**src/rtl/traffic_request_encoder.sv**
```systemverilog
// -----------------------------------------------------------------------------
// traffic_request_encoder
//
// Front end for the traffic controller. It conditions the raw field signals
// (vehicle sensors, pedestrian buttons, police switch, emergency detector) and
// produces the controller's request inputs.
//   - Every raw input passes a 2-flop synchroniser, then a per-input debounce
//     counter. The debounced level changes only after DEB_CYCLES stable cycles.
//   - A pedestrian request is latched on a debounced press. It is held until
//     the controller pulses serve_m / serve_c. A set in the same cycle as a
//     clear wins.
//   - Debounced rising edges of Cm / Cc are counted as arrivals over a
//     WIN_CYCLES window. These counters saturate. At each window wrap the
//     counts are encoded into CarRatio.
//
// Ports
//   clk        in   system clock, rising edge
//   Reset      in   asynchronous active-low reset
//   raw_cm     in   raw main-road vehicle sensor (asynchronous)
//   raw_cc     in   raw side-road vehicle sensor (asynchronous)
//   raw_pqm    in   raw main-crossing pedestrian button (asynchronous)
//   raw_pqc    in   raw side-crossing pedestrian button (asynchronous)
//   raw_pol    in   raw police override switch (asynchronous)
//   raw_av     in   raw emergency-vehicle detector (asynchronous)
//   serve_m    in   1-cycle pulse: main pedestrian phase served
//   serve_c    in   1-cycle pulse: side pedestrian phase served
//   Cm, Cc     out  debounced vehicle presence
//   PQm, PQc   out  latched pedestrian requests
//   Police, AV out  debounced override / emergency levels
//   CarRatio   out  [1:0] ratio code of the last completed window
//                   3 = idle, 1 = main heavy, 2 = side heavy, 0 = balanced
//   emg        out  Police | AV, delayed by one register
// -----------------------------------------------------------------------------
module traffic_request_encoder #(
    parameter int DEB_CYCLES = 4,
    parameter int WIN_CYCLES = 64,
    parameter int CNT_W      = 4
) (
    input  logic       clk,
    input  logic       Reset,
    input  logic       raw_cm,
    input  logic       raw_cc,
    input  logic       raw_pqm,
    input  logic       raw_pqc,
    input  logic       raw_pol,
    input  logic       raw_av,
    input  logic       serve_m,
    input  logic       serve_c,
    output logic       Cm,
    output logic       Cc,
    output logic       PQm,
    output logic       PQc,
    output logic       Police,
    output logic       AV,
    output logic [1:0] CarRatio,
    output logic       emg
);

    localparam int NUM_IN  = 6;
    localparam int IDX_CM  = 0;
    localparam int IDX_CC  = 1;
    localparam int IDX_PQM = 2;
    localparam int IDX_PQC = 3;
    localparam int IDX_POL = 4;
    localparam int IDX_AV  = 5;

    localparam int DEB_W = (DEB_CYCLES > 1) ? $clog2(DEB_CYCLES) : 1;
    localparam int WIN_W = $clog2(WIN_CYCLES);

    localparam logic [DEB_W-1:0] DEB_LAST = DEB_W'(DEB_CYCLES - 1);
    localparam logic [WIN_W-1:0] WIN_LAST = WIN_W'(WIN_CYCLES - 1);
    localparam logic [CNT_W-1:0] CNT_MAX  = '1;

    // -------------------------------------------------------------------------
    // Synchroniser and debounce
    // -------------------------------------------------------------------------
    logic [NUM_IN-1:0]             raw_vec;
    logic [NUM_IN-1:0]             sync1_q, sync2_q;
    logic [NUM_IN-1:0]             deb_q, deb_d;
    logic [NUM_IN-1:0]             rise;
    logic [NUM_IN-1:0][DEB_W-1:0]  deb_cnt_q, deb_cnt_d;

    assign raw_vec = {raw_av, raw_pol, raw_pqc, raw_pqm, raw_cc, raw_cm};

    // NOTE: every variable written in a combinational block gets a default
    // first. Without the default, a path that skips the assignment would
    // infer a latch.
    always_comb begin
        deb_d     = deb_q;
        deb_cnt_d = '0;
        rise      = '0;
        for (int i = 0; i < NUM_IN; i++) begin
            // The counter runs only while the synced input disagrees with
            // the debounced level. Agreement at any point restarts the count.
            if (sync2_q[i] != deb_q[i]) begin
                if (deb_cnt_q[i] == DEB_LAST) begin
                    deb_d[i] = ~deb_q[i];
                    rise[i]  = ~deb_q[i];
                end else begin
                    deb_cnt_d[i] = deb_cnt_q[i] + DEB_W'(1);
                end
            end
        end
    end

    // NOTE: sequential state uses non-blocking assignments only. All flops
    // then sample values from before the edge, so the order of the
    // statements does not matter.
    always_ff @(posedge clk or negedge Reset) begin
        if (!Reset) begin
            sync1_q   <= '0;
            sync2_q   <= '0;
            deb_q     <= '0;
            deb_cnt_q <= '0;
        end else begin
            sync1_q   <= raw_vec;
            sync2_q   <= sync1_q;
            deb_q     <= deb_d;
            deb_cnt_q <= deb_cnt_d;
        end
    end

    // -------------------------------------------------------------------------
    // Pedestrian latches and emergency register
    // -------------------------------------------------------------------------
    logic pqm_q, pqm_d;
    logic pqc_q, pqc_d;
    logic emg_q, emg_d;

    // A set on a debounced press takes priority over a serve in the same
    // cycle. A serve while the latch is clear has no effect.
    always_comb begin
        pqm_d = rise[IDX_PQM] | (pqm_q & ~serve_m);
        pqc_d = rise[IDX_PQC] | (pqc_q & ~serve_c);
        emg_d = deb_q[IDX_POL] | deb_q[IDX_AV];
    end

    always_ff @(posedge clk or negedge Reset) begin
        if (!Reset) begin
            pqm_q <= 1'b0;
            pqc_q <= 1'b0;
            emg_q <= 1'b0;
        end else begin
            pqm_q <= pqm_d;
            pqc_q <= pqc_d;
            emg_q <= emg_d;
        end
    end

    // -------------------------------------------------------------------------
    // Arrival window and CarRatio encoding
    // -------------------------------------------------------------------------
    logic [WIN_W-1:0] win_q, win_d;
    logic [CNT_W-1:0] cnt_m_q, cnt_m_d;
    logic [CNT_W-1:0] cnt_c_q, cnt_c_d;
    logic [1:0]       ratio_q, ratio_d;
    logic             wrap;

    // The comparisons use one extra bit, so 2*count cannot overflow.
    function automatic logic [1:0] encode_ratio(input logic [CNT_W-1:0] m,
                                                input logic [CNT_W-1:0] c);
        logic [CNT_W:0] m_w, c_w, m_x2, c_x2;
        m_w  = {1'b0, m};
        c_w  = {1'b0, c};
        m_x2 = {m, 1'b0};
        c_x2 = {c, 1'b0};
        if (m == '0 && c == '0) begin
            return 2'd3;
        end else if (m_w >= c_x2) begin
            return 2'd1;
        end else if (c_w >= m_x2) begin
            return 2'd2;
        end else begin
            return 2'd0;
        end
    endfunction

    assign wrap = (win_q == WIN_LAST);

    always_comb begin
        win_d   = win_q + WIN_W'(1);
        cnt_m_d = cnt_m_q;
        cnt_c_d = cnt_c_q;
        ratio_d = ratio_q;
        if (wrap) begin
            // The window closes on this edge. An arrival in this same cycle
            // counts toward the new window.
            win_d   = '0;
            ratio_d = encode_ratio(cnt_m_q, cnt_c_q);
            cnt_m_d = CNT_W'(rise[IDX_CM]);
            cnt_c_d = CNT_W'(rise[IDX_CC]);
        end else begin
            if (rise[IDX_CM] && cnt_m_q != CNT_MAX) begin
                cnt_m_d = cnt_m_q + CNT_W'(1);
            end
            if (rise[IDX_CC] && cnt_c_q != CNT_MAX) begin
                cnt_c_d = cnt_c_q + CNT_W'(1);
            end
        end
    end

    // NOTE: the asynchronous reset restarts the window mid-count. The first
    // update after release comes a full WIN_CYCLES later.
    always_ff @(posedge clk or negedge Reset) begin
        if (!Reset) begin
            win_q   <= '0;
            cnt_m_q <= '0;
            cnt_c_q <= '0;
            ratio_q <= '0;
        end else begin
            win_q   <= win_d;
            cnt_m_q <= cnt_m_d;
            cnt_c_q <= cnt_c_d;
            ratio_q <= ratio_d;
        end
    end

    // -------------------------------------------------------------------------
    // Outputs
    // -------------------------------------------------------------------------
    assign Cm       = deb_q[IDX_CM];
    assign Cc       = deb_q[IDX_CC];
    assign Police   = deb_q[IDX_POL];
    assign AV       = deb_q[IDX_AV];
    assign PQm      = pqm_q;
    assign PQc      = pqc_q;
    assign emg      = emg_q;
    assign CarRatio = ratio_q;

endmodule

```
**config.mk**
```make
export PLATFORM = sky130hd
export DESIGN_NAME = traffic_request_encoder
export DESIGN_NICKNAME = d
export VERILOG_FILES = /design/src/rtl/traffic_request_encoder.sv
export SDC_FILE = /design/constraint.sdc
export NUM_CORES = 1
export LEC_CHECK = 0
export BUFFER_PORTS_ARGS = -buffer_cell sky130_fd_sc_hd__buf_4
export CAP_MARGIN = 5
export CORE_UTILIZATION = 58
export CTS_CLUSTER_DIAMETER = 200
export DETAILED_ROUTE_END_ITERATION = 10
export GPL_TIMING_DRIVEN = 0
export PLACE_DENSITY = 0.9
export SLEW_MARGIN = 30
export SYNTH_ARGS = -nofsm -noshare
export SYNTH_HDL_FRONTEND = slang
export SYNTH_SLANG_ARGS = --single-unit
```
**constraint.sdc**
```tcl
create_clock -name clk -period 1.9 [get_ports clk]
set_input_delay 0 -clock clk [delete_from_list [all_inputs] [get_ports clk]]
set_output_delay 0 -clock clk [all_outputs]
set_load 0.1 [all_outputs]
```
Word level (Yosys, flattened, before mapping)
Index checks and enable logic that the tools add are counted.

word-level totals
  flip-flop bits (word level) = 49
  output and inout port bits = 9
  input bits = 10

operators by class
  magnitude comparators = 2
  bitwise operators = 13
  multiplexer cells = 28
  eq/ne operators = 15
  reduce and logical (&&, ||, !) cells = 13
  $add $sub $neg = 9

operators with widths
  kind                                                            count
  2-bit two-way mux                                               15
  4-bit two-way mux                                               4
  2-bit by 1-bit adder with 2-bit output (second input constant)  6
  2-bit equality test (second input constant)                     6
  2-bit AND reduction                                             6
  4-bit by 5-bit >= comparator with 1-bit output                  2
  4-bit by 1-bit adder with 4-bit output (second input constant)  2
  4-bit zero test                                                 2
  1-bit two-way mux                                               8
  4-bit inequality test (second input constant)                   2
  1-bit NOT                                                       8
  6-bit by 1-bit adder with 6-bit output (second input constant)  1
  6-bit equality test (second input constant)                     1
  6-bit two-way mux                                               1
  1-bit inequality test                                           6
  2-bit nonzero test                                              2
  1-bit logical AND                                               3
  1-bit OR                                                        3
  1-bit bitwise AND                                               2

Logic depth before layout (Yosys ltp)
Gate-level depths: netlist of run 1.

  depth after elaboration = 6
  depth in mapped cells = 7
  mapped depth without buffers = 7

Least setup slack after synthesis of run 1
No wires, ideal clock.

  kind = register -> register
  start = reg deb_q[1]
  end = reg cnt_c_q[3]
  slack = 163 ps
  stages on the path, launching flop included = 6
  data required time = 1781 ps
  arrival = 1619 ps
  library setup time = 119 ps
  period minus slack after synthesis = 1737 ps
  cell sequence = dfrtp_1 nand3b_1 a31oi_1 nand4_1 xnor2_1 nor2_1

on the way
  cells in the longest elaborated chain, start to end = 5

ends and longest elaborated chain
  element                         line  RTL
  start, declared                 79    logic [NUM_IN-1:0] deb_q, deb_d;
  start signal, assigned          113   deb_q <= '0;
  start signal, assigned          118   deb_q <= deb_d;
  1-bit NOT                       98    rise[i] = ~deb_q[i];
  1-bit two-way mux               96    if (deb_cnt_q[i] == DEB_LAST) begin
  1-bit two-way mux *             95    if (sync2_q[i] != deb_q[i]) begin
  1-bit logical AND *             196   if (rise[IDX_CC] && cnt_c_q != CNT_MAX) begin
  2-bit nonzero test (no line) *  --
  end signal, assigned            213   cnt_c_q <= cnt_c_d;
  end, declared                   155   logic [CNT_W-1:0] cnt_c_q, cnt_c_d;

Every way passes the cells marked *; elsewhere a longest branch is shown, timed or not.
A chain may end at the register's enable or synchronous reset.

Worst setup path after layout of run 1
  start = reg cnt_c_q[2]
  end = reg ratio_q[1] (netlist: CarRatio[1])

on the way
  cells in the longest elaborated chain, start to end = 4

ends and longest elaborated chain
  element                                         line  RTL
  4-bit by 5-bit >= comparator with 1-bit output  171   end else if (c_w >= m_x2) begin
  2-bit two-way mux                               171
  2-bit two-way mux                               169   end else if (m_w >= c_x2) begin
  2-bit two-way mux *                             167   if (m == '0 && c == '0) begin
  end signal, assigned                            214   ratio_q <= ratio_d;
  end, declared                                   156   logic [1:0] ratio_q, ratio_d;

Marks and branches as above.

==> results of run 1 <==
-- layer usage --
| layer | vias up | GRT usage | wire [um] |
|---|---|---|---|
| met5 | - | 0 | 0 |
| met4 | 0 | 0.0889 | 41 |
| met3 | 5 | 0.0807 | 123 |
| met2 | 25 | 0.398 | 1990 |
| met1 | 670 | 0.247 | 1560 |
| li1 | 643 | - | - |
-- metrics by stage --
stage               hold WS [ns]  std cells
finish                     0.183        248
global route               0.219        248
CTS                        0.166        248
detailed placement        0.0405        231
global placement          0.0302        231
floorplan                 -0.296        167
-- layout by cell type (no fill, tap or decap), types with 5 or more instances in the layout --
cell            n
dfrtp_1        49
buf_4          18
ha_1           17
inv_1          12
xnor2_1        10
dlygate4sd3_1   9
nor2_1          8
nand2_1         8
o21ai_0         8
nor2b_1         7
nor3_1          6
nand3_1         5
clkbuf_4        5
-- final cells by class --
type / instances / area, sq um / area share
clock buffer: 5 / 37.5 / 0.0151
multi-input combinational: 105 / 807 / 0.326
buffer: 1 / 11.3 / 0.00454
tap: 46 / 57.6 / 0.0232
inverter: 12 / 45.0 / 0.0182
timing repair buffer: 27 / 225 / 0.0909
sequential: 49 / 1230 / 0.495
clock inverter: 3 / 68.8 / 0.0278
-- power groups by stage --
| stage | combinational [mW] | sequential, mW | clock [mW] |
|---|---|---|---|
| CTS | 1.27 | 1.48 | 0.769 |
| global route | 1.37 | 1.52 | 0.822 |
| detailed placement | 1.24 | 1.51 | 0 |
| finish | 1.26 | 1.49 | 0.752 |
| floorplan | 0.526 | 1.88 | 0 |
| global placement | 1.16 | 1.47 | 0 |
-- flip-flops by register name, summed over array words and instances, names as in the netlist --
| signal | cells |
|---|---|
| CarRatio | 2 |
| PQc | 1 |
| PQm | 1 |
| cnt_c_q | 4 |
| cnt_m_q | 4 |
| deb_cnt_q | 12 |
| deb_q | 6 |
| emg | 1 |
| sync1_q | 6 |
| sync2_q | 6 |
| win_q | 6 |
-- how the worst max path moves through the flow --
stage                                      start                 endpoint  slack [ns]
final                     cnt_c_q[2]$_DFFE_PN0P_  CarRatio[1]$_DFFE_PN0P_        0.20
after global routing      cnt_c_q[1]$_DFFE_PN0P_  CarRatio[1]$_DFFE_PN0P_        0.04
after CTS                 cnt_c_q[2]$_DFFE_PN0P_  CarRatio[1]$_DFFE_PN0P_        0.22
after detailed placement  cnt_c_q[2]$_DFFE_PN0P_  CarRatio[1]$_DFFE_PN0P_        0.27
after global placement    cnt_c_q[2]$_DFFE_PN0P_  CarRatio[1]$_DFFE_PN0P_        0.34
after floorplan             deb_q[1]$_DFFE_PN0P_   cnt_c_q[3]$_DFFE_PN0P_        0.16
-- worst max-delay path, delay by kind of cell, from the launching register on --
family / cells / cell delay (ns)
AO/OA/AOI/OAI: 4 / 0.73
flip-flops: 1 / 0.51
adder cells (fa/ha/maj): 1 / 0.31
buffers and inverters: 1 / 0.11
-- cells by family (layout without fill, tap and decap cells) --
kind of cell / count (synthesis) / in the layout / share of synthesized area
xor+xnor: 13 / 13 / 0.0545
compound gates: 26 / 26 / 0.0820
flops: 49 / 49 / 0.587
fa+ha+maj: 17 / 17 / 0.102
simple gates: 45 / 45 / 0.126
buf+inv: 13 / 48 / 0.0269
mux: 4 / 4 / 0.0216
==> flow_summary.ini, run 1 <==
[clock_network]
post_cts_buffers = 0
clk_pin_slew_ns = 0.14
h-tree-depth = 2
clock-sinks = 49
cts_tree = yes
clock_latency_ns = 0.37
clockRootBuffer = clkbuf_4
post_cts_resized = 0
cts_made_buffers = 5
hold_buffers = 9
clockBufferDepth = 2

[timing]
hold_viol_final = 0
drv_slew = 0
period_minus_slack_ns = 1.70
fin_setup_tns_ns = 0
final.period_utilization = 0.893
finalSetupViolCount = 0
rsz0062_at_grt = false
skew_ns = 0.00795
tightestPinTransition_ns = 0.585
slew_headroom = 0.610
clock.fmax_mhz = 589
setup_ws_ns = 0.204

[critical_path]
slowest_stage = dfrtp_1
path_cells = inv_1 -> ha_1 -> a31oi_1 -> o21ai_0 -> a211oi_1 -> o22a_1
worstReg2RegEnd = CarRatio[1]$_DFFE_PN0P_
cp-end-kind = flip-flop
crit_fanout = 6
path_class = flip-flop to flip-flop
timing.reg2reg.setup_slack_ns = 0.20
max_stage_delay_ns = 0.51
r2r_start = cnt_c_q[2]$_DFFE_PN0P_
critPathLaunchType = flip-flop
arrival_ns = 2.01
reg2reg_depth = 6
required_ns = 2.22

[yosys]
yosysMostFrequentCell = dfrtp_1
synthArstFlopShare = 1.00
synth_warnings = 0
synth-main-ff-cell = dfrtp_1
synth_nets = 194
yosysSeqAreaShare = 0.587
synth.top_cells.by_count = dfrtp_1 (49), ha_1 (17), inv_1 (12)
synth_top_area_share = 0.587
syn_area_sq_um = 2090
avgSynthCellArea_sq_um = 12.5
ys_seq_elements = 49
synth_edf_count = 0
synth_top_area_cell = dfrtp_1
syn_inst = 167
synthTopCellsByArea = dfrtp_1 (59%), ha_1 (10%), xnor2_1 (4.2%), inv_1 (2.2%), mux2_2 (2.2%)
synth_cell_types = 33

[placement]
gp_congestion = 0.857
dpl_cell_area_sq_um = 2280
io_buffers = 18
dp_hpwl_um = 2660
post-place-ws_ns = 0.266

[floorplanning]
core_area_sq_um = 3390
dieWidth_um = 62.0
top_level_ports = 19
die-area_sq_um = 3850
initial_utilization = 0.616
die_h_um = 62.0
rows = 21

[power_and_ir_drop]
power_frac_seq = 0.424
leakage_nw = 1.16
p_total_mw = 3.50
clkPwrFrac = 0.215
p_per_area_nw_per_um2 = 1410
swShare = 0.388
p_sw_mw = 1.36
intPower_mw = 2.14
ir_drop_mv = 0.767
p_comb_frac = 0.361

[route]
vias = 1343
first_iter_violations = 86
wire_per_inst_um = 15.0
drt-pass1-iter-count = 4
antenna_left = 0
drc = 0
viasPerCell = 5.42
drt_wl_total_um = 3710

[finish]
final_area_sq_um = 2480
utilization = 0.731
syn_to_final_growth_pct = 18.6
nets = 228
fill_cells = 222
drive_gt1_frac = 0.198
diodes = 0

[status]
status = finished, final reports clean

[hold_path]
min_path_type = primary input to async pin

[global_routing]
antenna_found_initial = 0
overflow = 0
grt_first_pass_wirelength_um = 6040
grt.total_usage = 0.226
grt_max_degree = 50
first_global_vias = 1420

[run]
max_cap_violations = 0
No activity file was read; power rests on OpenSTA's default activity.
==> inputs of run 2 (changes only) <==
SETUP_SLACK_MARGIN = 0.3   (was unset)
==> flow_summary.ini, run 2 (same netlist as run 1, synthesis figures left out) <==
[power_and_ir_drop]
p_per_area_nw_per_um2 = 1310
ir_drop_mv = 0.586
leakage_nw = 1.17

[clock_network]
clock-sinks = 49
h-tree-depth = 2
clk_pin_slew_ns = 0.14
clockBufferDepth = 2
clockRootBuffer = clkbuf_4
clock_latency_ns = 0.37
cts_made_buffers = 5
cts_tree = yes

[timing]
fin_setup_tns_ns = 0
tightestPinTransition_ns = 0.588
rsz0062_at_grt = false
hold_viol_final = 0
final.period_utilization = 0.789
skew_ns = 0.0178
clock.fmax_mhz = 667
setup_ws_ns = 0.401
drv_slew = 0
period_minus_slack_ns = 1.50
finalSetupViolCount = 0
slew_headroom = 0.608

[critical_path]
critPathLaunchType = flip-flop
crit_fanout = 6
critPathTopFamily = compound AO/OA/AOI/OAI gates
path_cells = ha_1 -> nand2b_1 -> a21boi_1 -> o21ai_1 -> a211oi_2 -> o22a_1
timing.reg2reg.setup_slack_ns = 0.40
cp-end-kind = flip-flop
path_class = flip-flop to flip-flop
slowest_stage = dfrtp_1
max_stage_delay_ns = 0.48
required_ns = 2.23
crit_buf_inv = 0
arrival_ns = 1.83

[placement]
dp_hpwl_um = 2500
dpl_cell_area_sq_um = 2280
io_buffers = 18
post-place-ws_ns = 0.285
dp.cells = 231
gp_congestion = 0.844

[finish]
most-common-layout-cells = dfrtp_1 (45), buf_4 (25), ha_1 (16), inv_1 (12), xnor2_1 (10)
final_area_sq_um = 2510
syn_to_final_growth_pct = 20.0
stdcell_count = 255
top_register = deb_cnt_q
largest_reg_flops = 12
nets = 235
diodes = 0
drive_gt1_frac = 0.258
mostFrequentLayoutCell = dfrtp_1
fill_cells = 201

[global_routing]
antenna_found_initial = 0
overflow = 0
first_global_vias = 1305
grt_first_pass_wirelength_um = 5600
grt.total_usage = 0.210
grt_max_degree = 50

[route]
antenna_left = 0
drc = 0
vias = 1365
drt_wl_total_um = 3620
viasPerCell = 5.35
drt-pass1-iter-count = 4
wire_per_inst_um = 14.2
first_iter_violations = 30

[hold_path]
min_path_type = primary input to async pin

[floorplanning]
core_area_sq_um = 3390
die-area_sq_um = 3850
dieWidth_um = 62.0
die_h_um = 62.0
rows = 21
initial_utilization = 0.616
top_level_ports = 19

[run]
max_cap_violations = 0

[status]
status = finished, final reports clean
## run 2: cell type report
cell class	count	area, sq um	area share
timing repair buffer	34	278	0.111
sequential	49	1230	0.491
clock buffer	5	37.5	0.0150
tap	46	57.6	0.0230
clock inverter	3	17.5	0.00699
multi-input combinational	105	830	0.331
buffer	1	11.3	0.00449
inverter	12	45.0	0.0180
## run 2: power breakdown
group | internal [mW] | total (mW) | switching [mW] | leakage (nW)
Sequential | 1.28 | 1.48 | 0.192 | 0.605
Combinational | 0.500 | 1.34 | 0.845 | 0.534
Clock | 0.140 | 0.467 | 0.328 | 0.0310
Total | 1.92 | 3.29 | 1.36 | 1.17
## run 2: routing by layer
layer,track usage,routed length (um)
met4,0.0952,64
met3,0.0497,155
met1,0.239,1570
met5,0,0
met2,0.372,1830
## run 2: through the flow
stage / total power, mW / hold slack, ns / utilization
floorplan: 2.41 / -0.296 / -
global placement: 2.63 / 0.0302 / 0.674
detailed placement: 2.75 / 0.0434 / 0.674
CTS: 3.24 / 0.177 / 0.724
global route: 3.50 / 0.220 / 0.740
finish: 3.29 / 0.164 / 0.740
## run 2: what timing repair did
action | CTS | global route
pin swaps | 0 | 5
buffers inserted | 3 | 4
hold buffers | 9 | 0
resized for setup | 1 | 7
endpoints found under the setup margin | 1 | 3
gates cloned | 0 | 0
hold endpoints to repair | 57 | 0
## run 2: path summary, 6_finish.rpt
check | start | endpoint | cells past startpoint
max | cnt_m_q[0]$_DFFE_PN0P_ | CarRatio[1]$_DFFE_PN0P_ | 6
min | Reset | deb_cnt_q[4]$_DFF_PN0_ | 2
max reg2reg | cnt_m_q[0]$_DFFE_PN0P_ | CarRatio[1]$_DFFE_PN0P_ | 6
min reg2reg | sync1_q[3]$_DFF_PN0_ | sync2_q[3]$_DFF_PN0_ | 0
max in group asynchronous | Reset | cnt_c_q[0]$_DFFE_PN0P_ | 2
min in group clk | raw_cc | sync1_q[1]$_DFF_PN0_ | 2
